==> config.mk <==
export PLATFORM = sky130hd
export DESIGN_NAME = frame_sequencer_flat
export DESIGN_NICKNAME = d
export VERILOG_FILES = /design/src/rtl/frame_sequencer_if.sv /design/src/rtl/frame_sequencer.sv /design/src/flat_wrapper.sv
export SDC_FILE = /design/constraint.sdc
export NUM_CORES = 1
export LEC_CHECK = 0
export CAP_MARGIN = 15
export CORE_ASPECT_RATIO = 1.75
export CORE_MARGIN = 4
export CORE_UTILIZATION = 55
export CTS_CLUSTER_SIZE = 28
export DETAILED_ROUTE_END_ITERATION = 7
export HOLD_SLACK_MARGIN = 0.02
export PLACE_DENSITY = 0.77
export SLEW_MARGIN = 30
export SYNTH_ARGS = -nofsm -noshare
export SYNTH_HDL_FRONTEND = slang
export SYNTH_SLANG_ARGS = --single-unit
==> constraint.sdc <==
create_clock -name clk -period 2.45 [get_ports clk]
set_clock_uncertainty 0.15 [all_clocks]
set_input_delay 0.245 -clock clk [delete_from_list [all_inputs] [get_ports clk]]
set_output_delay 0.245 -clock clk [all_outputs]
set_load 0.01 [all_outputs]
==> src/rtl/frame_sequencer_if.sv <==
// Pixel-scheduler bus: run request in, memory address and driver strobes out.
interface frame_sequencer_if #(
   parameter int NUM_PIXELS = 64,
   parameter int NUM_FRAMES = 10
);
   localparam int PIXEL_W = $clog2(NUM_PIXELS);
   localparam int FRAME_W = (NUM_FRAMES > 1) ? $clog2(NUM_FRAMES) : 1;

   logic               enable;
   logic [PIXEL_W-1:0] pixel;
   logic [FRAME_W-1:0] frame;
   logic               load_sreg;
   logic               transmit_pixel;
   logic               frame_start;
   logic               busy;

   // Sequencer side.
   modport master (
      input  enable,
      output pixel,
      output frame,
      output load_sreg,
      output transmit_pixel,
      output frame_start,
      output busy
   );

   // Controller / datapath side.
   modport slave (
      output enable,
      input  pixel,
      input  frame,
      input  load_sreg,
      input  transmit_pixel,
      input  frame_start,
      input  busy
   );
endinterface

==> src/rtl/frame_sequencer.sv <==
// LED-matrix refresh scheduler: walks pixels of the current frame, pulses the
// shift-register load, holds transmit for a fixed bit budget, inserts the
// latch gap and advances through the stored animation.
module frame_sequencer #(
   parameter int NUM_PIXELS       = 64,
   parameter int NUM_FRAMES       = 10,
   parameter int CYCLES_PER_PIXEL = 360,
   parameter int LATCH_CYCLES     = 1200,
   parameter int FRAME_REPEAT     = 12
) (
   input  logic                clk,
   input  logic                rst,
   frame_sequencer_if.master   seq
);
   localparam int PIXEL_W = $clog2(NUM_PIXELS);
   localparam int FRAME_W = (NUM_FRAMES > 1) ? $clog2(NUM_FRAMES) : 1;
   localparam int RPT_W   = (FRAME_REPEAT > 1) ? $clog2(FRAME_REPEAT) : 1;
   localparam int CNT_MAX = (CYCLES_PER_PIXEL > LATCH_CYCLES) ? CYCLES_PER_PIXEL : LATCH_CYCLES;
   localparam int CNT_W   = (CNT_MAX > 1) ? $clog2(CNT_MAX) : 1;

   localparam logic [PIXEL_W-1:0] LAST_PIXEL = PIXEL_W'(NUM_PIXELS - 1);
   localparam logic [FRAME_W-1:0] LAST_FRAME = FRAME_W'(NUM_FRAMES - 1);
   localparam logic [RPT_W-1:0]   LAST_RPT   = RPT_W'(FRAME_REPEAT - 1);
   localparam logic [CNT_W-1:0]   TX_LOAD    = CNT_W'(CYCLES_PER_PIXEL - 1);
   localparam logic [CNT_W-1:0]   LATCH_LOAD = CNT_W'(LATCH_CYCLES - 1);

   typedef enum logic [2:0] {
      IDLE,
      FETCH,
      LOAD,
      TX,
      LATCH
   } state_t;

   state_t             state_q, state_d;
   logic [PIXEL_W-1:0] pixel_q, pixel_d;
   logic [FRAME_W-1:0] frame_q, frame_d;
   logic [RPT_W-1:0]   rpt_q,   rpt_d;
   logic [CNT_W-1:0]   cnt_q,   cnt_d;

   // State and datapath registers; reset returns to frame 0, pixel 0.
   always_ff @(posedge clk or posedge rst) begin
      if (rst) begin
         state_q <= IDLE;
         pixel_q <= '0;
         frame_q <= '0;
         rpt_q   <= '0;
         cnt_q   <= '0;
      end else begin
         state_q <= state_d;
         pixel_q <= pixel_d;
         frame_q <= frame_d;
         rpt_q   <= rpt_d;
         cnt_q   <= cnt_d;
      end
   end

   // Next-state, address and counter updates; values hold unless a state boundary moves them.
   always_comb begin
      state_d = state_q;
      pixel_d = pixel_q;
      frame_d = frame_q;
      rpt_d   = rpt_q;
      cnt_d   = cnt_q;
      case (state_q)
         IDLE: begin
            if (seq.enable) state_d = FETCH;
         end
         FETCH: begin
            state_d = LOAD;
         end
         LOAD: begin
            state_d = TX;
            cnt_d   = TX_LOAD;
         end
         TX: begin
            if (cnt_q == '0) begin
               if (pixel_q == LAST_PIXEL) begin
                  state_d = LATCH;
                  pixel_d = '0;
                  cnt_d   = LATCH_LOAD;
               end else begin
                  state_d = FETCH;
                  pixel_d = pixel_q + 1'b1;
               end
            end else begin
               cnt_d = cnt_q - 1'b1;
            end
         end
         LATCH: begin
            if (cnt_q == '0) begin
               if (rpt_q == LAST_RPT) begin
                  rpt_d   = '0;
                  frame_d = (frame_q == LAST_FRAME) ? '0 : frame_q + 1'b1;
               end else begin
                  rpt_d = rpt_q + 1'b1;
               end
               state_d = seq.enable ? FETCH : IDLE;
            end else begin
               cnt_d = cnt_q - 1'b1;
            end
         end
         default: begin
            state_d = IDLE;
         end
      endcase
   end

   // Strobes decode straight from state so reset drops them without waiting for a clock.
   always_comb begin
      seq.load_sreg      = (state_q == LOAD);
      seq.transmit_pixel = (state_q == TX);
      seq.busy           = (state_q != IDLE);
      // pixel is only 0 in FETCH on the first pixel of a refresh
      seq.frame_start    = (state_q == FETCH) && (pixel_q == '0);
   end

   assign seq.pixel = pixel_q;
   assign seq.frame = frame_q;
endmodule

==> src/flat_wrapper.sv <==
// flat-port wrapper written by rule: the top's interface ports become plain ports
module frame_sequencer_flat 
#(
   parameter int NUM_PIXELS       = 64,
   parameter int NUM_FRAMES       = 10,
   parameter int CYCLES_PER_PIXEL = 360,
   parameter int LATCH_CYCLES     = 1200,
   parameter int FRAME_REPEAT     = 12
)
  (clk, rst, seq_enable, seq_pixel, seq_frame, seq_load_sreg, seq_transmit_pixel, seq_frame_start, seq_busy);
  frame_sequencer_if #(.NUM_PIXELS(NUM_PIXELS), .NUM_FRAMES(NUM_FRAMES)) seq_i ();
  input  logic clk;
  input  logic rst;
  input wire logic [$bits(seq_i.enable)-1:0] seq_enable;
  output wire logic [$bits(seq_i.pixel)-1:0] seq_pixel;
  output wire logic [$bits(seq_i.frame)-1:0] seq_frame;
  output wire logic [$bits(seq_i.load_sreg)-1:0] seq_load_sreg;
  output wire logic [$bits(seq_i.transmit_pixel)-1:0] seq_transmit_pixel;
  output wire logic [$bits(seq_i.frame_start)-1:0] seq_frame_start;
  output wire logic [$bits(seq_i.busy)-1:0] seq_busy;
  assign seq_i.enable = seq_enable;
  assign seq_pixel = seq_i.pixel;
  assign seq_frame = seq_i.frame;
  assign seq_load_sreg = seq_i.load_sreg;
  assign seq_transmit_pixel = seq_i.transmit_pixel;
  assign seq_frame_start = seq_i.frame_start;
  assign seq_busy = seq_i.busy;
  frame_sequencer #(.NUM_PIXELS(NUM_PIXELS), .NUM_FRAMES(NUM_FRAMES), .CYCLES_PER_PIXEL(CYCLES_PER_PIXEL), .LATCH_CYCLES(LATCH_CYCLES), .FRAME_REPEAT(FRAME_REPEAT)) u_core (.clk(clk), .rst(rst), .seq(seq_i));
endmodule
Word-level counts from Yosys, hierarchy flattened
Index checks and enable logic that the tools add are counted.
- bits in registers: 28
- logic and storage cells: 45
- add/subtract/negate cells: 4
- equality and inequality tests: 12
- muxes and demuxes: 13
- reduce and logical (&&, ||, !) cells: 11
- operators with widths (cell ; number):
    $mux 11 ; 3
    $pmux 11 s3 ; 1
    $pmux 3 s5 ; 1
    $mux 3 ; 4
    $logic_not 11->1 ; 1
    $sub 11x1->11 const B ; 1
    $reduce_and 3->1 ; 3
    $add 4x1->4 const B ; 2
    $eq 4x4->1 const B ; 2
    $mux 4 ; 2
    $add 6x1->6 const B ; 1
    $eq 3x2->1 const B ; 2
    $eq 6x6->1 const B ; 1
    $logic_not 6->1 ; 1
    $mux 6 ; 1
    $reduce_bool 3->1 ; 2
    $ne 2x1->1 const B ; 2
    $ne 2x2->1 const B ; 2
    $reduce_and 2->1 ; 2
    $eq 3x1->1 const B ; 1
    $eq 3x3->1 const B ; 1
    $logic_not 3->1 ; 1
    $ne 3x2->1 const B ; 1
    $logic_and 1x1->1 ; 1
    $mux 1 ; 1

Logic depth before layout (Yosys ltp)
- depth after elaboration: 4
- mapped depth: 8
- depth with buffers taken out: 7

Least setup slack after synthesis
No wires, ideal clock.
- kind: register to register
- start point: reg u_core.cnt_q[3]
- end point: reg u_core.frame_q[1], in the netlist u_core.seq.frame[1]
- setup time: 0.125 ns
- data arrival time: 1.819 ns
- required time: 2.175 ns
- path slack: 0.356 ns
- cell stages (with the launch flop): 5
- buffers on the path: 0
- cells stage by stage: dfrtp_1 or4_4 nor4b_4 and3_4 mux2_2
- word-level cells in the longest chain between the ends: 2
- ends and longest elaborated chain (item ; RTL line ; source):
    start: declaration ; frame_sequencer.sv:39 ; logic [CNT_W-1:0] cnt_q, cnt_d;
    start signal: assignment ; frame_sequencer.sv:54 ; cnt_q <= cnt_d;
    $logic_not 11->1 ; frame_sequencer.sv:91 ; if (cnt_q == '0) begin
    $reduce_and 3->1 (no source line) ; -- ;
    end signal: assignment ; frame_sequencer.sv:52 ; frame_q <= frame_d;
    end: declaration ; frame_sequencer.sv:37 ; logic [FRAME_W-1:0] frame_q, frame_d;
Every way passes these cells.
A chain may end at the register's enable or synchronous reset.

Worst setup path after layout
- start point: reg u_core.cnt_q[1]
- end point: reg u_core.cnt_q[10]
- word-level cells in the longest chain between the ends: 3
- elaborated cells on any way between the ends: 8
- ends and longest elaborated chain (item ; RTL line):
    $sub 11x1->11 or $logic_not 11->1 (tied branches) ; --
    $mux 11 (tied with other cells) ; frame_sequencer.sv:91
    $pmux 11 s3 or $reduce_and 3->1 (tied branches) ; --
Parallel ways exist; a longest one is shown, timed or not. The select of a mux whose other input is x is not followed.

==> metrics.yaml <==
status:
  status: "finished clean"
synth:
  synthFlopType: "dfrtp_1"
  synth-seq-cells: 28
  syn-instance-count: 180
  synth_edf_count: 0
  yosys.area.top_type: "dfrtp_1"
  async_flop_share_pct: 100
  synth_area_leaders: "dfrtp_1, o21ai_0, nand2_1, nor2_1, ha_1"
  yosysTopAreaCellShare_pct: 41.7
  synthesis.nets: 188
  seq_area_frac_synth_pct: 41.7
  synthesis.area_um2: 1680
  ys_types: 48
  synth.avg_cell_area_um2: 9.33
  synth_warnings: 0
critical_path:
  cpPeakStageDelay_ps: 440
  cp_num_buf_inv: 2
  reg2reg_to: "u_core.cnt_q[10]$_DFFE_PP0P_"
  crit_fanout: 6
  ff2ff_path_depth: 8
  worst-setup-path-type: "reg2reg"
  crit_path_top_delay_cell: "dfrtp_1"
  critPathTopFamily: "compound AO/OA/AOI/OAI gates"
  path_cells: "inv_1 -> ha_2 -> nor4b_4 -> a32oi_2 -> a211oi_4 -> buf_4 -> nor3b_1 -> o22a_1"
  crit_arrival_ps: 2380
  end_kind: "register"
  critPathLaunchType: "register"
  regToRegSetupSlack_ps: 90
  timing.rr.start: "u_core.cnt_q[1]$_DFFE_PP0P_"
  cp.required_ps: 2470
grt:
  grt_usage_pct: 19.9
  antenna_found_initial: 0
  grt_max_degree: 29
  grt_pass1_wl_mm: 6.26
  gr-total-overflow: 0
  grt_pass1_vias: 1415
power_and_ir_drop:
  p_leak_nw: 0.818
  clock_power_share_pct: 20.3
  combPwrFrac_pct: 28.6
  powerDensity_nw_per_um2: 703
  switching_power_mw: 0.495
  ir_drop_uv: 709
  internal_power_mw: 0.890
  p_seq_share_pct: 51.0
  sw_frac_of_total_pct: 35.7
timing:
  hold_violations: 0
  slew_violations: 0
  period_share_pct: 96.3
  rsz0062_at_grt: "yes"
  finalCriticalPeriod_ps: 2360
  timing.final.ws_setup_ps: 91.0
  setup_viol: 0
  max_freq_mhz: 424
  worstMarginPinSlew_ps: 566
  relSlewSlack_pct: 62.1
routing:
  drtIter0Drc: 45
  wl_per_cell_um: 16.1
  drc: 0
  antenna_left: 0
  dr.pass1.iters: 5
  vias: 1466
  routed_wl_mm: 3.69
  vias_per_cell: 6.37
clock_network:
  clkSinkCount: 28
  clockBufferDepth: 2
  htreeDepth: 1
  numCtsBuffers: 3
  cts-root-buf: "clkbuf_8"
  cts_tree: "built"
  insertion_delay_ps: 270
  postCtsHoldBufs: 0
  clk_pin_slew_worst_paths_ps: 90
floorplan:
  fp.dieW_um: 49.8
  fp-row-count: 26
  dieArea_um2: 4040
  die-height_um: 81.1
  start_util_pct: 57.4
  core_um2: 2930
  io_pins: 17
job:
  max-cap-violations: 0
place:
  dp_hpwl_mm: 2.77
  dp.cells: 223
  pre_cts_ws_ps: 115
  io_buffers: 16
  place_area_um2: 1880
  gp_congestion: 0.948
worst_hold_path:
  min_path_type: "in2async"
finish:
  layoutNonFillerInstCount: 230
  fillers: 234
  antenna_cells: 0
  layout-drive-gt1-share_pct: 14.9
  final_nets: 211
  syn_to_final_growth_pct: 17.4
  fin_area_um2: 1970
layout by cell type, fill, tap and decap left out, types with 2 or more instances in the layout:
cell type / instances
ha_1: 4
nor2_1: 18
nand2_1: 20
inv_1: 7
a31oi_1: 4
nor4_1: 2
nand2b_1: 2
o22a_1: 4
nor4b_4: 2
a22o_1: 2
o21ai_0: 16
nand3b_1: 3
and3_1: 2
or3_1: 2
xnor2_1: 4
nor3b_1: 2
mux2_2: 2
nand3_1: 5
clkdlybuf4s50_1: 15
nor3_1: 6
dfrtp_1: 27
a21oi_1: 9
nand4_1: 2
nor2b_1: 3
clkbuf_8: 4
buf_4: 7
power by group through the flow:
stage	logic, mW	clock network, mW	registers (mW)
floorplan	0.279	0	0.685
global placement	0.377	0	0.699
detailed placement	0.391	0	0.705
CTS	0.392	0.292	0.697
global route	0.443	0.314	0.719
finish	0.397	0.282	0.707
sequential cells by signal, summed over array words and instances, names as in the netlist:
register,count
u_core.cnt_q,11
u_core.rpt_q,4
u_core.seq.frame,4
u_core.seq.pixel,6
u_core.state_q,3
tightest hold or removal path, delay by kind of cell:
family	cells	cell delay [ps]
buffers and inverters	3	770
per-layer routing:
layer	vias up	part of all wire, %	track usage, %
li1	697	-	-
met4	0	2.3	8.59
met1	722	38	20.0
met2	36	57	39.5
met5	-	0	0
met3	11	2.8	2.75
through the flow:
step	hold WS [ps]	total power [mW]	TNS (ps)	utilization (%)
after floorplan	160	0.964	0	-
after global placement	335	1.08	0	64.3
after detailed placement	343	1.10	0	64.3
after CTS	192	1.38	0	66.2
after global routing	232	1.48	-76.6	67.3
final	178	1.38	0	67.3
layout make-up:
class                      instances  area, µm²  share of cell area, %
multi-input combinational        139        933                   47.4
sequential                        28        702                   35.6
timing repair buffer              23        215                   10.9
clock buffer                       4       55.1                   2.79
tap                               28       35.0                   1.78
inverter                           8       30.0                   1.52
how the worst max path moves through the flow:
| stage | startpoint | endpoint | slack [ps] | cells past startpoint |
|---|---|---|---|---|
| 4_1_cts | u_core.state_q[2]$_DFFE_PP0P_ | seq_frame_start | 30 | 3 |
| 6_report | u_core.cnt_q[1]$_DFFE_PP0P_ | u_core.cnt_q[10]$_DFFE_PP0P_ | 90 | 8 |
| 3_3_place_gp | u_core.cnt_q[0]$_DFFE_PP0P_ | u_core.cnt_q[9]$_DFFE_PP0P_ | 190 | 7 |
| 3_5_place_dp | u_core.cnt_q[0]$_DFFE_PP0P_ | u_core.cnt_q[9]$_DFFE_PP0P_ | 110 | 7 |
| 2_1_floorplan | u_core.cnt_q[3]$_DFFE_PP0P_ | u_core.seq.frame[1]$_DFFE_PP0P_ | 360 | 4 |
| 5_1_grt | u_core.cnt_q[1]$_DFFE_PP0P_ | u_core.cnt_q[10]$_DFFE_PP0P_ | -30 | 8 |
synthesized netlist by cell type, types with 3 or more instances:
master,instances
nand3_1,5
nor2_1,18
nand3b_1,3
a31oi_1,4
nor2b_1,3
xnor2_1,4
clkbuf_1,3
ha_1,5
nor3_1,6
inv_1,8
nand2_1,20
dfrtp_1,28
a21oi_1,10
o22a_1,4
o21ai_0,16
kinds of logic (layout without fill, tap and decap cells):
family / after synthesis / in the layout / share of synthesized area [%]
DFF: 28 / 28 / 41.7
buffers and inverters: 13 / 35 / 3.06
AOI/OAI and AO/OA: 49 / 49 / 20.0
xor gates and xnor gates: 4 / 4 / 2.09
and+or+nand+nor: 79 / 79 / 28.1
muxes: 2 / 2 / 1.34
adders and majority gates: 5 / 5 / 3.73
repair_timing:
action	4_1_cts	5_1_grt
setup buffers	0	3
endpoints found under the setup margin	0	5
resized for setup	0	5
(Power assumes the default switching activity.)
